`src/rtl/matmul_pkg.sv`:
```
// Shared definitions for the matrix-multiply loop sequencer.
//   - state_e         : sequencer FSM states
//   - DefWordSize     : default address width
//   - DefDimWidth     : default dimension / index width
//   - expected_cycles : cycle in which done pulses for a stall-free run of dimension n,
//                       counting the cycle after start is accepted as cycle 1
package matmul_pkg;

  localparam int unsigned DefWordSize = 16;
  localparam int unsigned DefDimWidth = 8;

  typedef enum logic [2:0] {
    StIdle,
    StClear,
    StMac,
    StWrite,
    StDone
  } state_e;

  // One CLEAR, n MAC and one WRITE cycle per element, plus the DONE cycle.
  function automatic int unsigned expected_cycles(input int unsigned n);
    if (n == 0) return 1;
    return 1 + n * n * (n + 2);
  endfunction

endpackage

```
`src/rtl/matmul_seq_ctrl_idx_counter.sv`:
```
// Loop index counter with programmable terminal value.
//   clk_i     : clock
//   rst_i     : synchronous active-high reset
//   clr_i     : force value to 0 (priority over inc_i)
//   inc_i     : advance value, wrapping to 0 after limit_i-1
//   limit_i   : loop trip count
//   value_o   : current index
//   at_last_o : value_o == limit_i - 1
module idx_counter
  import matmul_pkg::*;
#(
  parameter int unsigned Width = DefDimWidth
) (
  input  logic             clk_i,
  input  logic             rst_i,
  input  logic             clr_i,
  input  logic             inc_i,
  input  logic [Width-1:0] limit_i,
  output logic [Width-1:0] value_o,
  output logic             at_last_o
);

  logic [Width-1:0] value_q, value_d;

  // Compare against limit-1 so a limit of 2^Width-1 never needs a Width+1 bit value.
  assign at_last_o = (value_q == (limit_i - Width'(1)));
  assign value_o   = value_q;

  always_comb begin
    value_d = value_q;
    if (clr_i) begin
      value_d = '0;
    end else if (inc_i) begin
      value_d = at_last_o ? '0 : (value_q + Width'(1));
    end
  end

  always_ff @(posedge clk_i) begin
    if (rst_i) begin
      value_q <= '0;
    end else begin
      value_q <= value_d;
    end
  end

endmodule

```
`src/rtl/matmul_seq_ctrl.sv`:
```
// Loop sequencer for an N x N matrix multiply C = A x B.
// Walks i/j/k, generates A/B/C word addresses and the accumulator strobes.
//   clk_i      : clock
//   rst_i      : synchronous active-high reset, priority over everything
//   start_i    : one-cycle start request, honoured only in idle
//   n_dim_i    : matrix dimension, latched on an accepted start
//   stall_i    : datapath not ready; freezes MAC and WRITE
//   busy_o     : high from the cycle after start through the done cycle
//   done_o     : one-cycle completion pulse
//   acc_clr_o  : clear the accumulator
//   mac_en_o   : accumulate A[i][k]*B[k][j]
//   c_we_o     : write the accumulator to C[i][j]
//   addr_a_o   : i*N + k
//   addr_b_o   : k*N + j
//   addr_c_o   : i*N + j
//   i/j/k_idx_o: current loop indices
module matmul_seq_ctrl
  import matmul_pkg::*;
#(
  parameter int unsigned WordSize = DefWordSize,
  parameter int unsigned DimWidth = DefDimWidth
) (
  input  logic                clk_i,
  input  logic                rst_i,
  input  logic                start_i,
  input  logic [DimWidth-1:0] n_dim_i,
  input  logic                stall_i,
  output logic                busy_o,
  output logic                done_o,
  output logic                acc_clr_o,
  output logic                mac_en_o,
  output logic                c_we_o,
  output logic [WordSize-1:0] addr_a_o,
  output logic [WordSize-1:0] addr_b_o,
  output logic [WordSize-1:0] addr_c_o,
  output logic [DimWidth-1:0] i_idx_o,
  output logic [DimWidth-1:0] j_idx_o,
  output logic [DimWidth-1:0] k_idx_o
);

  state_e              state_q;
  logic [DimWidth-1:0] n_q;
  logic                busy_q;
  logic                done_q;
  logic                acc_clr_q;
  logic [WordSize-1:0] addr_a_q;
  logic [WordSize-1:0] addr_b_q;
  logic [WordSize-1:0] addr_c_q;
  // i*N kept incrementally so CLEAR can reload addr_a without a multiplier.
  logic [WordSize-1:0] row_base_q;

  logic                start_ok;
  logic                k_clr, k_inc, k_last;
  logic                j_clr, j_inc, j_last;
  logic                i_clr, i_inc, i_last;
  logic [WordSize-1:0] n_word;
  logic [WordSize-1:0] j_word;

  assign start_ok = (state_q == StIdle) && start_i;
  assign n_word   = WordSize'(n_q);
  assign j_word   = WordSize'(j_idx_o);

  // Counter controls derive from the current state, so the counters move on the
  // same edge as the FSM transition that consumes them.
  assign k_clr = start_ok || (state_q == StClear) || (state_q == StDone);
  assign k_inc = (state_q == StMac) && !stall_i;
  assign j_clr = start_ok || (state_q == StDone);
  assign j_inc = (state_q == StWrite) && !stall_i;
  assign i_clr = j_clr;
  assign i_inc = j_inc && j_last;

  idx_counter #(
    .Width (DimWidth)
  ) u_k_cnt (
    .clk_i     (clk_i),
    .rst_i     (rst_i),
    .clr_i     (k_clr),
    .inc_i     (k_inc),
    .limit_i   (n_q),
    .value_o   (k_idx_o),
    .at_last_o (k_last)
  );

  idx_counter #(
    .Width (DimWidth)
  ) u_j_cnt (
    .clk_i     (clk_i),
    .rst_i     (rst_i),
    .clr_i     (j_clr),
    .inc_i     (j_inc),
    .limit_i   (n_q),
    .value_o   (j_idx_o),
    .at_last_o (j_last)
  );

  idx_counter #(
    .Width (DimWidth)
  ) u_i_cnt (
    .clk_i     (clk_i),
    .rst_i     (rst_i),
    .clr_i     (i_clr),
    .inc_i     (i_inc),
    .limit_i   (n_q),
    .value_o   (i_idx_o),
    .at_last_o (i_last)
  );

  always_ff @(posedge clk_i) begin
    if (rst_i) begin
      state_q    <= StIdle;
      n_q        <= '0;
      busy_q     <= 1'b0;
      done_q     <= 1'b0;
      acc_clr_q  <= 1'b0;
      addr_a_q   <= '0;
      addr_b_q   <= '0;
      addr_c_q   <= '0;
      row_base_q <= '0;
    end else begin
      acc_clr_q <= 1'b0;
      done_q    <= 1'b0;
      unique case (state_q)
        StIdle: begin
          if (start_i) begin
            n_q        <= n_dim_i;
            busy_q     <= 1'b1;
            addr_a_q   <= '0;
            addr_b_q   <= '0;
            addr_c_q   <= '0;
            row_base_q <= '0;
            if (n_dim_i != '0) begin
              state_q   <= StClear;
              acc_clr_q <= 1'b1;
            end else begin
              state_q <= StDone;
              done_q  <= 1'b1;
            end
          end
        end
        StClear: begin
          addr_a_q <= row_base_q;
          addr_b_q <= j_word;
          state_q  <= StMac;
        end
        StMac: begin
          if (!stall_i) begin
            addr_a_q <= addr_a_q + WordSize'(1);
            addr_b_q <= addr_b_q + n_word;
            if (k_last) begin
              state_q <= StWrite;
            end
          end
        end
        StWrite: begin
          if (!stall_i) begin
            addr_c_q <= addr_c_q + WordSize'(1);
            if (j_last && i_last) begin
              state_q <= StDone;
              done_q  <= 1'b1;
            end else begin
              if (j_last) begin
                row_base_q <= row_base_q + n_word;
              end
              state_q   <= StClear;
              acc_clr_q <= 1'b1;
            end
          end
        end
        StDone: begin
          state_q    <= StIdle;
          busy_q     <= 1'b0;
          addr_a_q   <= '0;
          addr_b_q   <= '0;
          addr_c_q   <= '0;
          row_base_q <= '0;
        end
        default: begin
          state_q <= StIdle;
          busy_q  <= 1'b0;
        end
      endcase
    end
  end

  // MAC/WRITE strobes must drop in the very cycle stall rises, so they are
  // gated by stall_i on top of the registered state.
  assign mac_en_o  = (state_q == StMac) && !stall_i;
  assign c_we_o    = (state_q == StWrite) && !stall_i;
  assign busy_o    = busy_q;
  assign done_o    = done_q;
  assign acc_clr_o = acc_clr_q;
  assign addr_a_o  = addr_a_q;
  assign addr_b_o  = addr_b_q;
  assign addr_c_o  = addr_c_q;

endmodule

```
`config.mk`:
```
export PLATFORM = sky130hd
export DESIGN_NAME = matmul_seq_ctrl
export DESIGN_NICKNAME = d
export VERILOG_FILES = /design/src/rtl/matmul_pkg.sv /design/src/rtl/matmul_seq_ctrl_idx_counter.sv /design/src/rtl/matmul_seq_ctrl.sv
export SDC_FILE = /design/constraint.sdc
export NUM_CORES = 1
export LEC_CHECK = 0
export CAP_MARGIN = 5
export CORE_ASPECT_RATIO = 0.75
export CORE_UTILIZATION = 35
export CTS_CLUSTER_DIAMETER = 100
export DETAILED_ROUTE_END_ITERATION = 10
export GPL_TIMING_DRIVEN = 0
export MAX_ROUTING_LAYER = met4
export PLACE_DENSITY = 0.57
export SYNTH_ARGS = -nofsm -noshare
export SYNTH_HDL_FRONTEND = slang
export SYNTH_SLANG_ARGS = --single-unit
```
`constraint.sdc`:
```
create_clock -name clk_i -period 2.7 [get_ports clk_i]
set_input_delay 0.27 -clock clk_i [delete_from_list [all_inputs] [get_ports clk_i]]
set_output_delay 0.27 -clock clk_i [all_outputs]
set_load 0.1 [all_outputs]
```
==> results of run 1 <==
## cells by family after synthesis
group,Yosys count
simple gates,293
compound gates,168
flops,102
xor+xnor,77
buf+inv,57
fa+ha+maj,24
mux,3
## repair_timing
item / in CTS / in global routing
buffers inserted: 16 / 6
cloned: 1 / 0
setup endpoints to repair: 51 / 71
pin swaps: 11 / 10
gates resized for setup: 40 / 19
## synthesized netlist by cell type, types with 6 or more instances
library cell  count
xor2_1           35
nand3_1          24
clkbuf_1         29
xnor2_1          38
a211oi_1         18
ha_1             22
nor3_1           16
a21oi_1          45
nand3b_1         10
o21ai_0          34
nand4_1          19
and2_1            7
a31oi_1           6
dfxtp_1         102
or3_1            10
nand2_1          60
inv_1            21
nor2_1          106
o31ai_1           9
nand2b_1          8
a22oi_1          16
and3_1            9
## worst paths after layout
path | from | end | slack, ns | depth (start not counted)
worst max register to register | n_q[0] | row_base_q[11] | -0.05 | 11
worst max-delay path | n_q[0] | row_base_q[11] | -0.05 | 11
worst min-delay path | stall_i | state_q[0] | 0.40 | 3
worst min register to register | busy_o | busy_o | 0.49 | 2
## layer usage
layer | vias to the layer above | wire, µm
met4 | 0 | 274
met1 | 2769 | 8990
met2 | 220 | 7580
met5 | - | 0
li1 | 2812 | -
met3 | 21 | 1370
## area by class of cell
cell class,count,area [µm²],area share [%]
Sequential cell,102,2070,26.9
Buffer,31,156,2.04
Inverter,22,88.8,1.16
Timing Repair Buffer,107,1060,13.8
Multi-Input combinational cell,565,3760,48.9
Tap cell,210,263,3.42
Clock inverter,7,63.8,0.830
Clock buffer,9,225,2.93
## critical path, stage by stage, from the launching register on
cell	delay [ns]
dfxtp_4	0.39
inv_4	0.07
ha_4	0.13
nor3b_4	0.27
buf_4	0.17
a31oi_1	0.07
o211ai_1	0.23
o211ai_1	0.22
o31ai_4	0.34
nand2_2	0.15
or4_4	0.54
a21oi_2	0.12
## flip-flops by register name, indices dropped and copies added (netlist names), 3 cells and up
register and flops:
u_i_cnt.value_o 8, u_j_cnt.value_o 8, u_k_cnt.value_o 8, addr_a_o 16, addr_b_o 16, row_base_q 16
n_q 8, state_q 3, addr_c_o 16
## through the flow
| step | worst slack, ns | instances | TNS, ns | cell area (µm²) | util, % |
|---|---|---|---|---|---|
| after CTS | -0.0654 | 1050 | -0.217 | 7580 | 46.6 |
| after floorplan | 0.0124 | 724 | 0 | 5930 | - |
| after global placement | -0.466 | 1021 | -11.44 | 7070 | 43.5 |
| final | -0.0527 | 1053 | -0.107 | 7680 | 47.2 |
| after detailed placement | -0.501 | 1021 | -13.42 | 7070 | 43.5 |
| after global routing | -0.175 | 1053 | -1.82 | 7680 | 47.2 |
## power by group through the flow
stage | logic [W] | clock network, W | registers, W
detailed placement | 0.00159 | 0 | 0.00172
CTS | 0.00173 | 0.00134 | 0.00169
global route | 0.00190 | 0.00139 | 0.00170
finish | 0.00177 | 0.00130 | 0.00169
global placement | 0.00158 | 0 | 0.00172
floorplan | 0.000837 | 0 | 0.00206
==> results_dict.tcl, run 1 <==
set metrics [dict create \
    track_usage_pct 21.9 \
    postSynth.asyncResetShare_pct 0 \
    initial_utilization_pct 36.3 \
    dieWidth_um 152 \
    violations "design-rule violations, negative setup slack" \
    hpwl_mm 13.4 \
    met1_usage_pct 31.5 \
    leakagePower_nw 2.72 \
    cts_sinks 102 \
    synth_fa_ha_area_share_pct 5.33 \
    htreeDepth 3 \
    area_growth_pct 30.0 \
    ys_top_cells_by_area "dfxtp_1 35%, nor2_1 6.7%, xnor2_1 5.6%, xor2_1 5.2%, ha_1 4.7%" \
    drive_gt1_share_pct 12.0 \
    drc 9 \
    clockPowerShare_pct 27.4 \
    diodes 0 \
    die_y_um 115 \
    drtPass1Iterations 8 \
    top_usage_layer "met1" \
    period_share_pct 102 \
    p_sw_share_pct 40.8 \
    yosys.area_share.xor_xnor_pct 12.3 \
    hold_ws_ns 0.396 \
    rows 40 \
    yosys.area.top_type "dfxtp_1" \
    antenna_found_initial 0 \
    grt_first_pass_wirelength_mm 29.0 \
    worstMarginPinSlew_ns 0.996 \
    numCtsBuffers 9 \
    drv_cap 0 \
    crit_arrival_ns 3.05 \
    final_cell_mix "102 x nor2_1, 87 x dfxtp_1, 85 x clkdlybuf4s50_1" \
    pwr_density_cell_mw_per_mm2 620 \
    place_congestion 0.872 \
    startpoint_type "flip-flop" \
    crit_type "flip-flop to flip-flop" \
    via_per_inst 5.53 \
    met3_usage_pct 3.90 \
    ant_nets 0 \
    fillCellCount 1552 \
    synth_top_area_share_pct 34.5 \
    synth_compound_area_share_pct 19.0 \
    yosysWarnings 0 \
    worstPathMaxFanout 6 \
    grt_pass1_vias 5342 \
    drv_slew 0 \
    endpoint_kind "flip-flop" \
    synthFlopType "dfxtp_1" \
    core_mm2 0.0163 \
    clockRootBuffer "clkbuf_16" \
    finalHoldViolations 0 \
    portBuffers 87 \
    fmax_mhz 363 \
    fp.dieArea_mm2 0.0174 \
    final_common_cell "nor2_1" \
    hold_class "input port to flip-flop" \
    yosysSeqAreaShare_pct 34.5 \
    muxShareOfSynthArea_pct 0.529 \
    first_iter_violations 437 \
    run_status "complete, but fails checks" \
    synth_simple_gate_area_share_pct 24.1 \
    routed_wl_mm 18.2 \
    fin_skew_ns 0.0120 \
    syn_nets 760 \
    netlist_area_mm2 0.00591 \
    routedWlPerCell_um 17.3 \
    pwr-share-comb_pct 37.2 \
    p_int_w 0.00282 \
    synth_top_family_by_area "simple AND/OR/NAND/NOR gates" \
    cts_hold_buf 0 \
    cts_tree "yes" \
    yosysUniqueCellTypes 63 \
    worst_ep_required_time_ns 2.99 \
    io_pins 89 \
    avgSynthCellArea_um2 8.17 \
    cts.clk_slew.worst_paths_ns 0.07 \
    relSlewSlack_pct 33.4 \
    gr-total-overflow 0 \
    ys_ff_latch 102 \
    fin_nets 874 \
    ir_worst_vdd_mv 0.317 \
    clockBufferDepth 2 \
    vias 5822 \
    finalPower_w 0.00476 \
    clock_latency_ns 0.36 \
    fin_ws_ns -0.0527 \
    switching_power_w 0.00194 \
    synth_edf_count 0 \
    synth_cells 724 \
    seqPwrFrac_pct 35.4 \
    rsz0062_at_grt "yes" \
    min_period_ns 2.75 \
    grt_util_met2_pct 31.2 \
    grt_max_degree 20 \
    setup_viol 4 \
]
Power figures use the tool's default switching activity.
==> run 2: changes to the inputs <==
--- a/config.mk
+++ b/config.mk
@@ -5,14 +5,16 @@
 export SDC_FILE = /design/constraint.sdc
 export NUM_CORES = 1
 export LEC_CHECK = 0
+export ABC_AREA = 1
 export CAP_MARGIN = 5
 export CORE_ASPECT_RATIO = 0.75
+export CORE_MARGIN = 3
 export CORE_UTILIZATION = 35
 export CTS_CLUSTER_DIAMETER = 100
 export DETAILED_ROUTE_END_ITERATION = 10
 export GPL_TIMING_DRIVEN = 0
 export MAX_ROUTING_LAYER = met4
-export PLACE_DENSITY = 0.57
+export PLACE_DENSITY = 0.56
 export SYNTH_ARGS = -nofsm -noshare
 export SYNTH_HDL_FRONTEND = slang
 export SYNTH_SLANG_ARGS = --single-unit
==> results_dict.tcl, run 2 <==
set metrics [dict create \
    grt_max_degree 19 \
    portBuffers 87 \
    drv_slew 0 \
    fp.dieArea_mm2 0.0200 \
    drtPass1Iterations 6 \
    switching_power_w 0.00441 \
    pwr-share-comb_pct 55.1 \
    worstMarginPinSlew_ns 1.01 \
    synth_common_cells "216 x nand2_1, 102 x dfxtp_1, 101 x inv_1" \
    numCtsBuffers 9 \
    run_status "finished clean" \
    stdcell_area_mm2 0.00798 \
    antenna_found_initial 0 \
    initial_utilization_pct 36.1 \
    cts_setup_buffers 0 \
    syn_nets 1012 \
    clockPowerShare_pct 18.9 \
    setup_viol 0 \
    rsz0062_at_grt "no" \
    period_share_pct 91.7 \
    p_int_w 0.00392 \
    synth_edf_count 0 \
    synthFlopType "dfxtp_1" \
    via_per_inst 4.99 \
    worstPathMaxFanout 10 \
    cts.clk_slew.worst_paths_ns 0.07 \
    crit_type "flip-flop to output port" \
    routedWlPerCell_um 15.3 \
    pwr_density_cell_mw_per_mm2 1040 \
    fmax_mhz 404 \
    netlist_area_mm2 0.00643 \
    avgSynthCellArea_um2 6.59 \
    fin_skew_ns 0.00671 \
    grt_pass1_vias 5974 \
    ir_worst_vdd_mv 0.958 \
    placed_area_mm2 0.00760 \
    postSynth.asyncResetShare_pct 0 \
    io_pins 89 \
    finalSetupTns_ns 0 \
    yosysWarnings 0 \
    relSlewSlack_pct 32.6 \
    yosysUniqueCellTypes 51 \
    cts_hold_buf 0 \
    startpoint_type "flip-flop" \
    min_period_ns 2.47 \
    p_sw_share_pct 53.0 \
    ant_nets 0 \
    drv_cap 0 \
    fin_nets 1110 \
    track_usage_pct 21.2 \
    drive_gt1_share_pct 7.97 \
    synth_cells 976 \
    leakagePower_nw 3.17 \
    yosysMostFrequentCell "nand2_1" \
    cts_sinks 102 \
    drc 0 \
    gr-total-overflow 0 \
    clockRootBuffer "clkbuf_16" \
    hold_class "flip-flop to flip-flop" \
    rows 42 \
    place_congestion 0.872 \
    area_growth_pct 24.1 \
    ys_top_cells_by_area "dfxtp_1 32%, nand2_1 13%, a21oi_1 7.3%, nand3_1 6.3%, inv_1 5.9%" \
    cts_tree "yes" \
    htreeDepth 3 \
    ys_ff_latch 102 \
    final_common_cell "nand2_1" \
    routed_wl_mm 20.2 \
    core_mm2 0.0178 \
    seqPwrFrac_pct 26.0 \
    synth_top_area_share_pct 31.8 \
    crit_arrival_ns 2.20 \
    clockBufferDepth 2 \
    finalPower_w 0.00833 \
    hpwl_mm 15.6 \
    yosys.area.top_type "dfxtp_1" \
    final_cell_mix "216 x nand2_1, 101 x inv_1, 98 x nor2_1, 98 x dfxtp_1, 94 x a21oi_1" \
    grt_first_pass_wirelength_mm 32.5 \
    endpoint_kind "output port" \
    yosysSeqAreaShare_pct 31.8 \
    clock_latency_ns 0.36 \
    die_y_um 123 \
    worst_ep_required_time_ns 2.43 \
    fillCellCount 1836 \
    finalHoldViolations 0 \
    first_iter_violations 446 \
    vias 6599 \
    dieWidth_um 162 \
]
[run 2: changes by cell type after synthesis, sizes merged, moves of 10 or more]
cell and delta:
nand3 +67, a21oi +59, xor2 -19, inv +94, o31ai -10, a211oi -16
a22oi -13, o21ai +31, xnor2 -31, nand2 +164
[run 2: metrics by stage]
stage	instances	hold WS (ns)	utilization, %	setup slack, ns
6_report	1322	0.455	44.8	0.225
5_1_grt	1321	0.498	44.8	0.00195
4_1_cts	1321	0.459	44.6	0.0229
3_5_place_dp	1305	0.438	42.7	-0.518
3_3_place_gp	1305	0.445	42.7	-0.523
2_1_floorplan	976	0.408	-	0.0924
[run 2: cell families (layout without fill, tap and decap cells)]
family | count (synthesis) | in the layout | share of synthesized area [%]
AOI/OAI and AO/OA | 200 | 200 | 17.5
xor gates and xnor gates | 23 | 23 | 3.13
adders and majority gates | 24 | 24 | 4.90
buffers and inverters | 144 | 247 | 8.76
DFF | 102 | 102 | 31.8
other | 0 | 1 | 0
and+or+nand+nor | 483 | 483 | 34.0
[run 2: path summary, 6_finish.rpt]
| kind | from | end | slack [ns] | cells after the start |
|---|---|---|---|---|
| worst max-delay path | state_q[2] | c_we_o | 0.23 | 5 |
| worst min-delay path | addr_b_o[15] | addr_b_o[15] | 0.46 | 1 |
| worst max register to register | n_q[0] | addr_b_o[12] | 0.26 | 13 |
| worst min register to register | addr_b_o[15] | addr_b_o[15] | 0.46 | 1 |
[run 2: worst max-delay path, cell delays in order, from the launching register on]
cell	delay, ns
dfxtp_1	0.34
inv_2	0.09
nand3_1	0.24
nor2_2	0.33
buf_1	0.45
buf_4	0.39
[run 2: timing repair]
action / in CTS / in global routing
pin swaps: 0 / 0
setup endpoints to repair: 27 / 28
gates resized for setup: 9 / 6
cloned: 0 / 0
[run 2: area by class of cell]
cell class | instances | area, µm² | area share, %
Antenna cell | 1 | 2.50 | 0.0314
Buffer | 28 | 128 | 1.60
Clock buffer | 9 | 225 | 2.82
Clock inverter | 7 | 125 | 1.57
Inverter | 116 | 435 | 5.46
Multi-Input combinational cell | 730 | 3840 | 48.2
Sequential cell | 102 | 2050 | 25.7
Tap cell | 242 | 303 | 3.79
Timing Repair Buffer | 87 | 867 | 10.9
[run 2: power by group through the flow]
| stage | Sequential [W] | Clock (W) | Combinational, W |
|---|---|---|---|
| after global routing | 0.00220 | 0.00166 | 0.00502 |
| after floorplan | 0.00323 | 0 | 0.00226 |
| after CTS | 0.00216 | 0.00161 | 0.00455 |
| final | 0.00217 | 0.00158 | 0.00459 |
| after detailed placement | 0.00219 | 0 | 0.00453 |
| after global placement | 0.00220 | 0 | 0.00453 |
[run 2: per-layer routing]
| metal | global-route usage [%] | part of all wire [%] |
|---|---|---|
| met1 | 32.2 | 55 |
| met2 | 29.8 | 40 |
| met3 | 3.28 | 4.2 |
| met4 | 3.94 | 0.67 |
| met5 | - | 0 |
==> run 3: changes to the inputs <==
--- a/config.mk
+++ b/config.mk
@@ -15,6 +15,8 @@
 export GPL_TIMING_DRIVEN = 0
 export MAX_ROUTING_LAYER = met4
 export PLACE_DENSITY = 0.56
+export RECOVER_POWER = 50
+export SKIP_LAST_GASP = 1
 export SYNTH_ARGS = -nofsm -noshare
 export SYNTH_HDL_FRONTEND = slang
 export SYNTH_SLANG_ARGS = --single-unit
==> results_dict.tcl, run 3 (synthesized netlist as in run 2, its figures left out) <==
set metrics [dict create \
    portBuffers 87 \
    drv_slew 0 \
    antenna_found_initial 0 \
    fmax_mhz 394 \
    drtPass1Iterations 6 \
    first_iter_violations 459 \
    clockRootBuffer "clkbuf_16" \
    ir_worst_vdd_mv 0.958 \
    routedWlPerCell_um 15.3 \
    cts_setup_buffers 0 \
    leakagePower_nw 3.17 \
    cts_tree "yes" \
    switching_power_w 0.00441 \
    clockPowerShare_pct 18.9 \
    initial_utilization_pct 36.1 \
    fin_nets 1110 \
    p_int_w 0.00392 \
    cts_sinks 102 \
    final_common_cell "nand2_1" \
    relSlewSlack_pct 32.5 \
    htreeDepth 3 \
    grt_max_degree 19 \
    io_pins 89 \
    endpoint_kind "output port" \
    worstPathMaxFanout 10 \
    min_period_ns 2.54 \
    drive_gt1_share_pct 7.97 \
    via_per_inst 4.99 \
    drv_cap 0 \
    worst_ep_required_time_ns 2.43 \
    gr-total-overflow 0 \
    ant_nets 0 \
    final_cell_mix "216 x nand2_1, 101 x inv_1, 98 x nor2_1, 98 x dfxtp_1, 94 x a21oi_1" \
    pwr_density_cell_mw_per_mm2 1040 \
    cts.clk_slew.worst_paths_ns 0.07 \
    hpwl_mm 15.6 \
    final_cells 1322 \
    finalHoldViolations 0 \
    setup_viol 0 \
    core_mm2 0.0178 \
    grt_pass1_vias 5974 \
    grt_first_pass_wirelength_mm 32.5 \
    multi_input_area_mm2 0.00384 \
    dp_slack_ns -0.518 \
    crit_arrival_ns 2.27 \
    fp.dieArea_mm2 0.0200 \
    pwr-share-comb_pct 55.1 \
    dieWidth_um 162 \
    area_growth_pct 24.1 \
    clockBufferDepth 2 \
    place_congestion 0.872 \
    drc 0 \
    rsz0062_at_grt "yes" \
    clock_latency_ns 0.36 \
    worstMarginPinSlew_ns 1.01 \
    die_y_um 123 \
    p_sw_share_pct 53.0 \
    fin_skew_ns 0.00671 \
    numCtsBuffers 9 \
    startpoint_type "flip-flop" \
    period_share_pct 94.0 \
    holdPathStages 1 \
    fillCellCount 1836 \
    run_status "finished clean" \
    seqPwrFrac_pct 26.0 \
    crit_type "flip-flop to output port" \
    routed_wl_mm 20.2 \
    vias 6603 \
    fin_ws_ns 0.162 \
    hold_class "flip-flop to flip-flop" \
    finalPower_w 0.00833 \
    worstRegToRegCells 13 \
    track_usage_pct 21.2 \
    rows 42 \
    place_inst 1305 \
    seqCellArea_mm2 0.00205 \
]
[run 3: area by class of cell]
cell class	count	area share (%)
Clock buffer	9	2.82
Clock inverter	7	1.57
Tap cell	242	3.79
Buffer	28	1.60
Inverter	116	5.46
Antenna cell	1	0.0314
Timing Repair Buffer	87	10.9
Sequential cell	102	25.7
Multi-Input combinational cell	730	48.2
[run 3: worst max-delay path, stage by stage, from the launching register on]
cell and delay (ns):
dfxtp_1 0.34, inv_2 0.09, nand3_1 0.24, nor2_2 0.33, clkbuf_1 0.45, clkbuf_4 0.45
[run 3: per-layer routing]
metal / GRT usage [%] / wire length, µm / share of wire [%]
met3: 3.28 / 869 / 4.3
met4: 3.94 / 135 / 0.67
met1: 32.2 / 11100 / 55
met5: - / 0 / 0
met2: 29.8 / 8120 / 40
[run 3: final timing paths]
| path | slack [ns] | startpoint | endpoint |
|---|---|---|---|
| hold / removal | 0.46 | addr_b_o[15] | addr_b_o[15] |
| setup / recovery | 0.16 | state_q[2] | c_we_o |
| setup reg to reg | 0.27 | n_q[0] | addr_b_o[12] |
| hold reg to reg | 0.46 | addr_b_o[15] | addr_b_o[15] |
[run 3: through the flow]
| stage | setup TNS, ns | hold slack, ns | instance area [µm²] | utilization, % |
|---|---|---|---|---|
| after floorplan | 0 | 0.408 | 6430 | - |
| final | 0 | 0.455 | 7980 | 44.8 |
| after global placement | -2.02 | 0.445 | 7600 | 42.7 |
| after global routing | -0.0122 | 0.498 | 7980 | 44.8 |
| after CTS | -0.0369 | 0.459 | 7950 | 44.6 |
| after detailed placement | -1.83 | 0.438 | 7600 | 42.7 |
[run 3: power by group through the flow]
stage	clock (W)	combinational, W	sequential [W]
CTS	0.00161	0.00455	0.00216
global route	0.00166	0.00502	0.00220
floorplan	0	0.00226	0.00323
detailed placement	0	0.00453	0.00219
global placement	0	0.00453	0.00220
finish	0.00158	0.00459	0.00217
[run 3: repair_timing]
| action | in CTS | in global routing |
|---|---|---|
| gates resized for setup | 8 | 6 |
| setup endpoints to repair | 27 | 28 |
| hold buffers | 0 | 0 |
